## src/rtl/dma_bus_scheduler_if.sv

```systemverilog
// Handshake bundle shared by the DMA bus scheduler, the CPU memory port and the DMA engine.
// The slave modport is the scheduler's view; master is the surrounding system's view.
interface dma_bus_scheduler_if;
  logic        dev_ready;
  logic        cmd;
  logic        BR;
  logic        BG;
  logic        dma_write;
  logic        cpu_mem_busy;
  logic        cpu_stall;
  logic        dma_done;
  logic        err;
  logic        err_clr;
  logic [15:0] xfer_count;

  modport slave (
    input  dev_ready, BR, dma_write, cpu_mem_busy, err_clr,
    output cmd, BG, cpu_stall, dma_done, err, xfer_count
  );

  modport master (
    output dev_ready, BR, dma_write, cpu_mem_busy, err_clr,
    input  cmd, BG, cpu_stall, dma_done, err, xfer_count
  );
endinterface

```

## src/rtl/dma_bus_scheduler.sv

```systemverilog
// DMA sequencer and CPU/DMA memory-bus arbiter: cmd pulse, grant handshake, write counting, done irq.
// Optional macro CYCLE_STEAL_EN inserts a one-cycle CPU steal slot every STEAL_PERIOD counted writes.
module dma_bus_scheduler #(
  parameter int unsigned LENGTH       = 12,
  parameter int unsigned TIMEOUT      = 64,
  parameter int unsigned STEAL_PERIOD = 4
) (
  input  logic               CLK,
  input  logic               reset,
  dma_bus_scheduler_if.slave bus
);

  typedef enum logic [2:0] {
    S_IDLE,
    S_CMD,
    S_WAIT_BR,
    S_WAIT_CPU,
    S_GRANT,
    S_STEAL,
    S_RELEASE,
    S_DONE
  } state_t;

  localparam logic [15:0] LEN_VAL   = 16'(LENGTH);
  localparam logic [15:0] TO_LAST   = 16'(TIMEOUT - 1);
  localparam logic [15:0] COUNT_MAX = 16'hFFFF;

  state_t      r_state;
  logic [15:0] r_to_cnt;
  logic [15:0] r_xfer_count;
  logic        r_err;
  logic        r_cmd;
  logic        r_bg;
  logic        r_stall;
  logic        r_done;

  state_t      w_next;
  logic        w_write;
  logic [15:0] w_count_inc;
  logic        w_err_set;
  logic        w_start;

  // BG is high exactly while in GRANT, so a counted write is a strobe seen in that state.
  assign w_write     = (r_state == S_GRANT) && bus.dma_write;
  assign w_count_inc = (r_xfer_count == COUNT_MAX) ? r_xfer_count : r_xfer_count + 16'd1;
  assign w_start     = (r_state == S_IDLE) && (w_next == S_CMD);

  assign w_err_set = (w_write && (r_xfer_count == LEN_VAL))
                   || ((r_state == S_WAIT_BR) && !bus.BR && (r_to_cnt == TO_LAST))
                   || ((r_state == S_RELEASE) && (r_xfer_count != LEN_VAL));

`ifdef CYCLE_STEAL_EN
  logic [15:0] r_steal_cnt;
  logic        w_steal_hit;

  assign w_steal_hit = (r_steal_cnt == 16'(STEAL_PERIOD - 1));

  always_ff @(posedge CLK or posedge reset) begin
    if (reset) begin
      r_steal_cnt <= '0;
    end else if (w_start) begin
      r_steal_cnt <= '0;
    end else if (w_write) begin
      r_steal_cnt <= w_steal_hit ? 16'd0 : r_steal_cnt + 16'd1;
    end
  end
`else
  // Without cycle stealing the steal period has no effect; this keeps it referenced.
  if (STEAL_PERIOD == 0) begin : g_steal_period_unused
  end
`endif

  // NOTE: every variable assigned in always_comb gets a default first so no latch is inferred.
  always_comb begin
    w_next = r_state;
    case (r_state)
      S_IDLE:     if (bus.dev_ready) w_next = S_CMD;
      S_CMD:      w_next = S_WAIT_BR;
      S_WAIT_BR: begin
        if (bus.BR)                   w_next = S_WAIT_CPU;
        else if (r_to_cnt == TO_LAST) w_next = S_IDLE;
      end
      S_WAIT_CPU: if (!bus.cpu_mem_busy) w_next = S_GRANT;
      S_GRANT: begin
        if (!bus.BR) w_next = S_RELEASE;
`ifdef CYCLE_STEAL_EN
        else if (w_write && w_steal_hit && (w_count_inc != LEN_VAL)) w_next = S_STEAL;
`endif
      end
`ifdef CYCLE_STEAL_EN
      S_STEAL:    w_next = bus.BR ? S_GRANT : S_RELEASE;
`endif
      S_RELEASE:  w_next = S_DONE;
      S_DONE:     w_next = S_IDLE;
      default:    w_next = S_IDLE;
    endcase
  end

  // NOTE: sequential state uses non-blocking assignments so every register samples pre-edge values.
  always_ff @(posedge CLK or posedge reset) begin
    if (reset) begin
      r_state      <= S_IDLE;
      r_to_cnt     <= '0;
      r_xfer_count <= '0;
      r_err        <= 1'b0;
      r_cmd        <= 1'b0;
      r_bg         <= 1'b0;
      r_stall      <= 1'b0;
      r_done       <= 1'b0;
    end else begin
      r_state  <= w_next;
      r_cmd    <= (w_next == S_CMD);
      r_bg     <= (w_next == S_GRANT);
      r_stall  <= (w_next inside {S_WAIT_CPU, S_GRANT, S_RELEASE});
      r_done   <= (w_next == S_DONE);
      r_to_cnt <= (r_state == S_WAIT_BR) ? r_to_cnt + 16'd1 : 16'd0;

      if (w_start)      r_xfer_count <= '0;
      else if (w_write) r_xfer_count <= w_count_inc;

      // A set condition in the same cycle as err_clr wins.
      r_err <= w_err_set | (r_err & ~bus.err_clr);
    end
  end

  assign bus.cmd        = r_cmd;
  assign bus.BG         = r_bg;
  assign bus.cpu_stall  = r_stall;
  assign bus.dma_done   = r_done;
  assign bus.err        = r_err;
  assign bus.xfer_count = r_xfer_count;

endmodule

```

## src/flat_wrapper.sv

```systemverilog
// flat-port wrapper written by rule: the top's interface ports become plain ports
module dma_bus_scheduler_flat 
#(
  parameter int unsigned LENGTH       = 12,
  parameter int unsigned TIMEOUT      = 64,
  parameter int unsigned STEAL_PERIOD = 4
)
  (CLK, reset, bus_dev_ready, bus_BR, bus_dma_write, bus_cpu_mem_busy, bus_err_clr, bus_cmd, bus_BG, bus_cpu_stall, bus_dma_done, bus_err, bus_xfer_count);
  dma_bus_scheduler_if bus_i ();
  input  logic CLK;
  input  logic reset;
  input wire logic [$bits(bus_i.dev_ready)-1:0] bus_dev_ready;
  input wire logic [$bits(bus_i.BR)-1:0] bus_BR;
  input wire logic [$bits(bus_i.dma_write)-1:0] bus_dma_write;
  input wire logic [$bits(bus_i.cpu_mem_busy)-1:0] bus_cpu_mem_busy;
  input wire logic [$bits(bus_i.err_clr)-1:0] bus_err_clr;
  output wire logic [$bits(bus_i.cmd)-1:0] bus_cmd;
  output wire logic [$bits(bus_i.BG)-1:0] bus_BG;
  output wire logic [$bits(bus_i.cpu_stall)-1:0] bus_cpu_stall;
  output wire logic [$bits(bus_i.dma_done)-1:0] bus_dma_done;
  output wire logic [$bits(bus_i.err)-1:0] bus_err;
  output wire logic [$bits(bus_i.xfer_count)-1:0] bus_xfer_count;
  assign bus_i.dev_ready = bus_dev_ready;
  assign bus_i.BR = bus_BR;
  assign bus_i.dma_write = bus_dma_write;
  assign bus_i.cpu_mem_busy = bus_cpu_mem_busy;
  assign bus_i.err_clr = bus_err_clr;
  assign bus_cmd = bus_i.cmd;
  assign bus_BG = bus_i.BG;
  assign bus_cpu_stall = bus_i.cpu_stall;
  assign bus_dma_done = bus_i.dma_done;
  assign bus_err = bus_i.err;
  assign bus_xfer_count = bus_i.xfer_count;
  dma_bus_scheduler #(.LENGTH(LENGTH), .TIMEOUT(TIMEOUT), .STEAL_PERIOD(STEAL_PERIOD)) u_core (.CLK(CLK), .reset(reset), .bus(bus_i));
endmodule
```

## config.mk

```make
export PLATFORM = sky130hd
export DESIGN_NAME = dma_bus_scheduler_flat
export DESIGN_NICKNAME = d
export VERILOG_FILES = /design/src/rtl/dma_bus_scheduler_if.sv /design/src/rtl/dma_bus_scheduler.sv /design/src/flat_wrapper.sv
export SDC_FILE = /design/constraint.sdc
export NUM_CORES = 1
export LEC_CHECK = 0
export CORE_UTILIZATION = 25
export CTS_BUF_LIST = sky130_fd_sc_hd__clkbuf_8
export DETAILED_ROUTE_END_ITERATION = 7
export PLACE_DENSITY = 0.44
export SYNTH_ARGS = -nofsm -noshare
export SYNTH_HDL_FRONTEND = slang
export SYNTH_SLANG_ARGS = --single-unit
```

## constraint.sdc

```tcl
create_clock -name CLK -period 2.1 [get_ports CLK]
set_input_delay 0.63 -clock CLK [delete_from_list [all_inputs] [get_ports CLK]]
set_output_delay 0.63 -clock CLK [all_outputs]
set_load 0.02 [all_outputs]
```

==> metrics.sh, run 1 <==
STATUS='finished clean'
PORT_BUFFERS=27
SYNTH_TOP_CELLS_BY_COUNT='dfrtp_1 (40), nand2_1 (17), nand3_1 (16), nor2_1 (16), o21ai_0 (12)'
PERIOD_NEEDED_PS=2050
LAYOUT_CELL_SHARE_WITH_DRIVE_STRENGTH_BEYOND_1=0.156
CTS_ROOT_BUFFER='clkbuf_8'
FINAL_HOLD_VIOL_COUNT=0
NETLIST.TOP_CELL.BY_AREA='dfrtp_1'
SYNTH_ASYNC_SR_FLOP_SHARE=1.00
P_COMB_FRAC=0.301
MAX_CAP_VIOLATIONS=0
SYNTH_TOP_AREA_FRAC=0.470
TOP_LAYER='met4'
GRT_ANTENNA_BEFORE_REPAIR=0
TOP_ACHIEVABLE_CLOCK_SPEED_GHz=0.488
MET2_WIRELENGTH_UM=2180
INITIAL_CORE_UTIL=0.259
PATH_DEPTH=1
FINAL_CELL_COUNT_NO_FILL=367
REG2REG_DEPTH=6
ROUTED_WIRE_LENGTH_PER_INSTANCE_UM=13.7
SYNTH_FLOP_CELL='dfrtp_1'
WORST_SETUP_PATH_START_KIND='flip-flop'
P_INT_mW=1.36
DESIGN.DIE.AREA_SQ_UM=8900
WORSTSKEWPAIRLATENCY_PS=290
PEAKVDDDROP_mV=0.315
FILLCELLCOUNT=851
ROUTABILITY_CONGESTION=0.841
DRT-MET1-WL_UM=2600
PLACED_CELLS=360
SYNTHESIS.INSTANCES=219
CTS_POST_SETUP_BUFFERS_INSERTED=0
CLOCKPOWERSHARE=0.233
WORST_PIN_SLEW_PS=295
WORSTHOLDPATHCELLS=1
CELLS_ALONG_THE_CRITICAL_PATH='clkdlybuf4s50_1'
WL_MET3_UM=200
GRT_SETUP_UNREPAIRED='no'
SYNTHDISTINCTLIBCELLS=42
NUM_ROWS=33
SYNTHMOSTINSTANTIATEDCELL='dfrtp_1'
DIE_HEIGHT_UM=94.3
ENDPOINT_KIND='output pin'
CRIT_START='u_core.bus.xfer_count[11]'
H-TREE-DEPTH=2
CTS.SINK_COUNT=40
POWER.LEAKAGE_nW=1.19
POST-ROUTE-CELL-AREA_SQ_UM=2710
CPPEAKSTAGEDELAY_PS=650
CRITICAL-PATH-TOP-DELAY-FAMILY='buffers and inverters'
SYNTH_SEQ_CELLS=40
CTS.CLK_SLEW.WORST_PATHS_PS=80
WORSTPATHBUFFERINVERTERCOUNT=1
WORST_SETUP_PATH_ENDPOINT='bus_xfer_count[11]'
YOSYS_WARNINGS=0
PEAK_FANOUT_ALONG_THE_CRITICAL_PATH=7
GRT_OVERFLOW_TOTAL=0
FIRST_GLOBAL_VIAS=1749
ROUTED_VIA_DENSITY=4.93
R2R-END='u_core.bus.err'
TIMING.SLEW.HEADROOM=0.801
SYNTH.CELL_AREA_SQ_UM=2130
NETSWITCHINGPOWER_uW=734
SWSHARE=0.350
SYN2LAYOUT_AREA_GROWTH_PCT=27.2
SYNTH.AVG_CELL_AREA_SQ_UM=9.73
TIMING.FINAL.MAX_SLEW_VIOLATIONS=0
POST_CTS_HOLD_BUFFER_COUNT=0
FIRSTDRTPASSITERS=4
DESIGN.PORTCOUNT=28
DETAIL_ROUTE.ITER0.VIOLATIONS=132
GRT_FIRST_PASS_WIRELENGTH_UM=8770
TRITONCTS_BUFFER_COUNT=5
FINAL_NET_COUNT=272
HOLD_PATH.CLASS='flip-flop to flip-flop'
CORE_AREA_SQ_UM=8220
GRT_UTIL_ALL_LAYERS=0.128
REGTOREGSTARTPOINT='u_core.bus.xfer_count[1]'
CPMAXSTAGEDELAYCELL='clkdlybuf4s50_1'
SETUP_VIOL_COUNT_FINAL=0
CRITPATHREQUIREDTIME_PS=1470
NUM_ANTENNA_CELLS=0
FINALCLOCKSKEW_PS=3.74
CTS_BUFFER_DEPTH=2
SYNTH_AREA_LEADERS='dfrtp_1 (47%), nand3_1 (3.8%), xor2_1 (3.3%), nand2_1 (3.0%), o21ai_0 (2.8%)'
POWER.DENSITY_CELL_AREA_nW_PER_UM2=773
DRC=0
SYNTH_NETS=229
FINALCRITPERIODSHARE=0.976
WORST_EP_ARRIVAL_TIME_PS=1420
CRIT_TYPE='flip-flop to output pin'
TRITONCTS='yes'
PLACEDINSTANCEAREA_SQ_UM=2620
PLACE_HPWL_UM=3610
WL_UM=5040
SYNTH_ENABLE_FLOP_CELLS=0
REGTOREGSETUPSLACK_PS=190
VIA_COUNT=1809
GRT_START_MAX_NET_PINS=41
POSTROUTEANTENNANETS=0
SHARE_SEQ_OF_TOTAL_POWER=0.466
CHIPWIDTH_UM=94.3
YOSYSSEQAREASHARE=0.470
[cell families (layout without fill, tap and decap cells)]
family	Yosys count	in the layout	share of synthesized area
multiplexers	5	5	0.0258
AND/OR/NAND/NOR	107	107	0.302
buffers and inverters	15	58	0.0317
XOR/XNOR	10	10	0.0411
adder cells (fa/ha/maj)	3	3	0.0176
flip-flops	40	40	0.470
AO/OA/AOI/OAI	39	39	0.112
[layer usage]
layer | global-route usage | up-vias
met1 | 0.187 | 865
met5 | 0 | -
met4 | 0.0397 | 0
li1 | - | 905
met2 | 0.185 | 34
met3 | 0.0283 | 5
[metrics by stage]
step	worst slack, ps	hold slack (ps)	total power [mW]	utilization	setup TNS, ps
floorplan	241	424	1.37	-	0
global placement	-143	443	1.66	0.319	-771
detailed placement	-177	451	1.64	0.319	-1170
CTS	7.38	461	2.14	0.329	0
global route	2.88	481	2.26	0.330	0
finish	49.4	458	2.10	0.330	0
[power groups by stage]
stage	logic (mW)	registers, mW	clock network (mW)
floorplan	0.377	0.995	0
global placement	0.654	1.00	0
detailed placement	0.649	0.995	0
CTS	0.647	0.981	0.507
global route	0.713	1.00	0.542
finish	0.631	0.977	0.488
[sequential cells by signal, indices dropped and copies added (netlist names)]
signal,cells
u_core.r_to_cnt,16
u_core.bus.err,1
u_core.r_state,3
u_core.bus.cmd,1
u_core.bus.BG,1
u_core.bus.dma_done,1
u_core.bus.cpu_stall,1
u_core.bus.xfer_count,16
[cell usage in the layout (no fill, tap or decap), drive strengths merged, types with 4 or more instances in the layout]
master and instances:
a21oi 11, nand3 17, o31ai 5, nand4 12
and3 5, mux2i 4, or3 9, and4 5
nand2 17, inv 10, buf 15, xor2 8
nor3 7, nor2 17, dfrtp 40, clkdlybuf4s50 23
o21ai 12, nor4 6, clkbuf 5
[cell type report]
type                    count  area [sq um]  area share
well taps                 105           131      0.0485
clock buffers               5          68.8      0.0254
inverters                   9          33.8      0.0125
flip-flops and latches     40          1000       0.371
clock inverters             2          8.76     0.00323
multi-input cells         164          1060       0.392
repair buffers             42           402       0.148
[repair_timing]
item | CTS | global route
setup endpoints to repair | 2 | 5
resized for setup | 2 | 5
gates cloned | 0 | 0
[worst min-delay path by stage]
stage	from	endpoint	slack (ps)
floorplan	u_core.r_to_cnt[0]	u_core.r_to_cnt[0]	420
global placement	u_core.r_to_cnt[0]	u_core.r_to_cnt[0]	440
detailed placement	u_core.r_to_cnt[0]	u_core.r_to_cnt[0]	450
CTS	u_core.r_to_cnt[0]	u_core.r_to_cnt[0]	460
global route	u_core.r_to_cnt[0]	u_core.r_to_cnt[0]	480
finish	u_core.r_to_cnt[0]	u_core.r_to_cnt[0]	460
Note: power is estimated with default switching activity, not from simulation.
==> inputs of run 2 (changes only) <==
Settings changed: CORE_MARGIN set to 2, CTS_CLUSTER_DIAMETER set to 100.
==> run 2 against run 1 <==
  * Non-clock buffer count is 4 higher
  * Total power is 3.3% higher
  * First-iteration DRC count is 48% lower
  * Global-route usage is 0.33 points lower
  * Critical path depth stayed put
  * Final cell count is 1.4% higher
  * Via count is 1.1% higher
  * Routed wire length is 5.0% higher
  * Setup slack worse by 4.1 ps
  * Die area is 4.3% higher
  * Critical path type unchanged
  * Critical endpoint is now bus_xfer_count[14]
  * Largest power group unchanged
==> metrics.sh, run 2 (synthesis gave the netlist of run 1 again) <==
FINAL_CELL_COUNT_NO_FILL=372
LAYOUT_COMMON_CELLS='dfrtp_1 (36), clkdlybuf4s50_1 (22), buf_4 (18)'
GRT_SETUP_UNREPAIRED='no'
MOSTFREQUENTLAYOUTCELL='dfrtp_1'
DETAIL_ROUTE.ITER0.VIOLATIONS=68
NUM_ANTENNA_CELLS=0
H-TREE-DEPTH=2
FINAL_HOLD_VIOL_COUNT=0
SETUP_VIOL_COUNT_FINAL=0
CPMAXSTAGEDELAYCELL='clkdlybuf4s50_1'
ROUTED_VIA_DENSITY=4.91
FIRSTDRTPASSITERS=4
WORST_PIN_SLEW_PS=466
PLACED_CELLS=364
POSTROUTEANTENNANETS=0
POWER.DENSITY_CELL_AREA_nW_PER_UM2=786
FILLCELLCOUNT=884
LAYOUT_CELL_SHARE_WITH_DRIVE_STRENGTH_BEYOND_1=0.172
TIMING.SLEW.HEADROOM=0.687
MULTI_INPUT_COMB_AREA_SQ_UM=1060
STATUS='finished clean'
PERIOD_NEEDED_PS=2050
CRIT_TYPE='flip-flop to output pin'
GRT_OVERFLOW_TOTAL=0
NUM_ROWS=33
WL_UM=5290
ENDPOINT_KIND='output pin'
TRITONCTS='yes'
ROUTABILITY_CONGESTION=0.807
WORST_EP_ARRIVAL_TIME_PS=1420
DRC=0
GRT_UTIL_ALL_LAYERS=0.124
WORST_SETUP_PATH_START_KIND='flip-flop'
WORSTPATHBUFFERINVERTERCOUNT=1
VIA_COUNT=1828
DESIGN.PORTCOUNT=28
CRITICAL-PATH-TOP-DELAY-FAMILY='buffers and inverters'
CTS.CLK_SLEW.WORST_PATHS_PS=80
DESIGN.DIE.AREA_SQ_UM=9280
ROUTED_WIRE_LENGTH_PER_INSTANCE_UM=14.2
CTS_ROOT_BUFFER='clkbuf_8'
CORE_AREA_SQ_UM=8260
CTS_BUFFER_DEPTH=2
PLACE_HPWL_UM=3800
FINAL_UTIL=0.333
CTS.SINK_COUNT=40
FINALCLOCKSKEW_PS=4.16
FINAL_NET_COUNT=276
TRITONCTS_BUFFER_COUNT=5
CHIPWIDTH_UM=96.3
PEAK_FANOUT_ALONG_THE_CRITICAL_PATH=7
FIRST_GLOBAL_VIAS=1743
CPPEAKSTAGEDELAY_PS=660
CELLS_ALONG_THE_CRITICAL_PATH='clkdlybuf4s50_1'
PEAKVDDDROP_mV=0.353
GRT_START_MAX_NET_PINS=41
CTS_POST_SETUP_BUFFERS_INSERTED=0
GRT_ANTENNA_BEFORE_REPAIR=0
CRITPATHREQUIREDTIME_PS=1470
FINALCRITPERIODSHARE=0.978
DIE_HEIGHT_UM=96.3
PORT_BUFFERS=27
SEQUENTIAL_CELL_AREA_SQ_UM=1010
TIMING.FINAL.MAX_SLEW_VIOLATIONS=0
HOLD_PATH.CLASS='flip-flop to flip-flop'
POWER.LEAKAGE_nW=1.23
TOP_ACHIEVABLE_CLOCK_SPEED_GHz=0.487
DESIGN_POWER_TOTAL_mW=2.16
INITIAL_CORE_UTIL=0.258
SYN2LAYOUT_AREA_GROWTH_PCT=29.2
MAX_CAP_VIOLATIONS=0
WORSTSKEWPAIRLATENCY_PS=280
GRT_FIRST_PASS_WIRELENGTH_UM=8940
[run 2: cell count changes in the layout (fill, tap and decap cells not counted), sizes merged]
cell / previous run / this run
buf: 15 / 19
clkbuf: 5 / 6
clkdlybuf4s50: 23 / 22
clkinv: 1 / 0
dlygate4sd2: 1 / 2
inv: 10 / 11
[run 2: area by class of cell]
cell class	instances	share of cell area
Clock buffer	6	0.0300
Clock inverter	2	0.00273
Inverter	9	0.0123
Multi-Input combinational cell	164	0.386
Sequential cell	40	0.365
Tap cell	105	0.0477
Timing Repair Buffer	46	0.156
[run 2: final timing paths]
kind	slack, ps	from	depth (start not counted)	to
setup / recovery	50	u_core.bus.xfer_count[14]	1	bus_xfer_count[14]
hold / removal	460	u_core.r_to_cnt[0]	1	u_core.r_to_cnt[0]
setup reg to reg	280	u_core.bus.xfer_count[1]	6	u_core.bus.err
hold reg to reg	460	u_core.r_to_cnt[0]	1	u_core.r_to_cnt[0]
max in group asynchronous	1190	reset	3	u_core.bus.xfer_count[9]
min in group asynchronous	700	reset	3	u_core.bus.xfer_count[3]
[run 2: timing repair]
| item | 4_1_cts | 5_1_grt |
|---|---|---|
| hold buffers | 0 | 0 |
| hold endpoints to repair | 0 | 0 |
| endpoints found under the setup margin | 4 | 5 |
| gates resized for setup | 4 | 5 |
[run 2: layer usage]
metal / vias up / track usage / wire (um)
li1: 914 / - / -
met1: 873 / 0.186 / 2780
met2: 37 / 0.181 / 2300
met3: 4 / 0.0235 / 155
met4: 0 / 0.0352 / 54
met5: - / 0 / 0
[run 2: power by group]
group / switching [mW] / internal [mW]
logic: 0.385 / 0.297
registers: 0.106 / 0.863
clock network: 0.255 / 0.258
[run 2: through the flow]
stage	hold WS [ps]	setup TNS [ps]	worst slack (ps)	area (sq um)
floorplan	424	0	241	2130
detailed placement	450	-1050	-136	2650
finish	461	0	45.3	2750
global route	490	0	0.165	2750
CTS	462	0	10.6	2740
global placement	443	-641	-104	2650
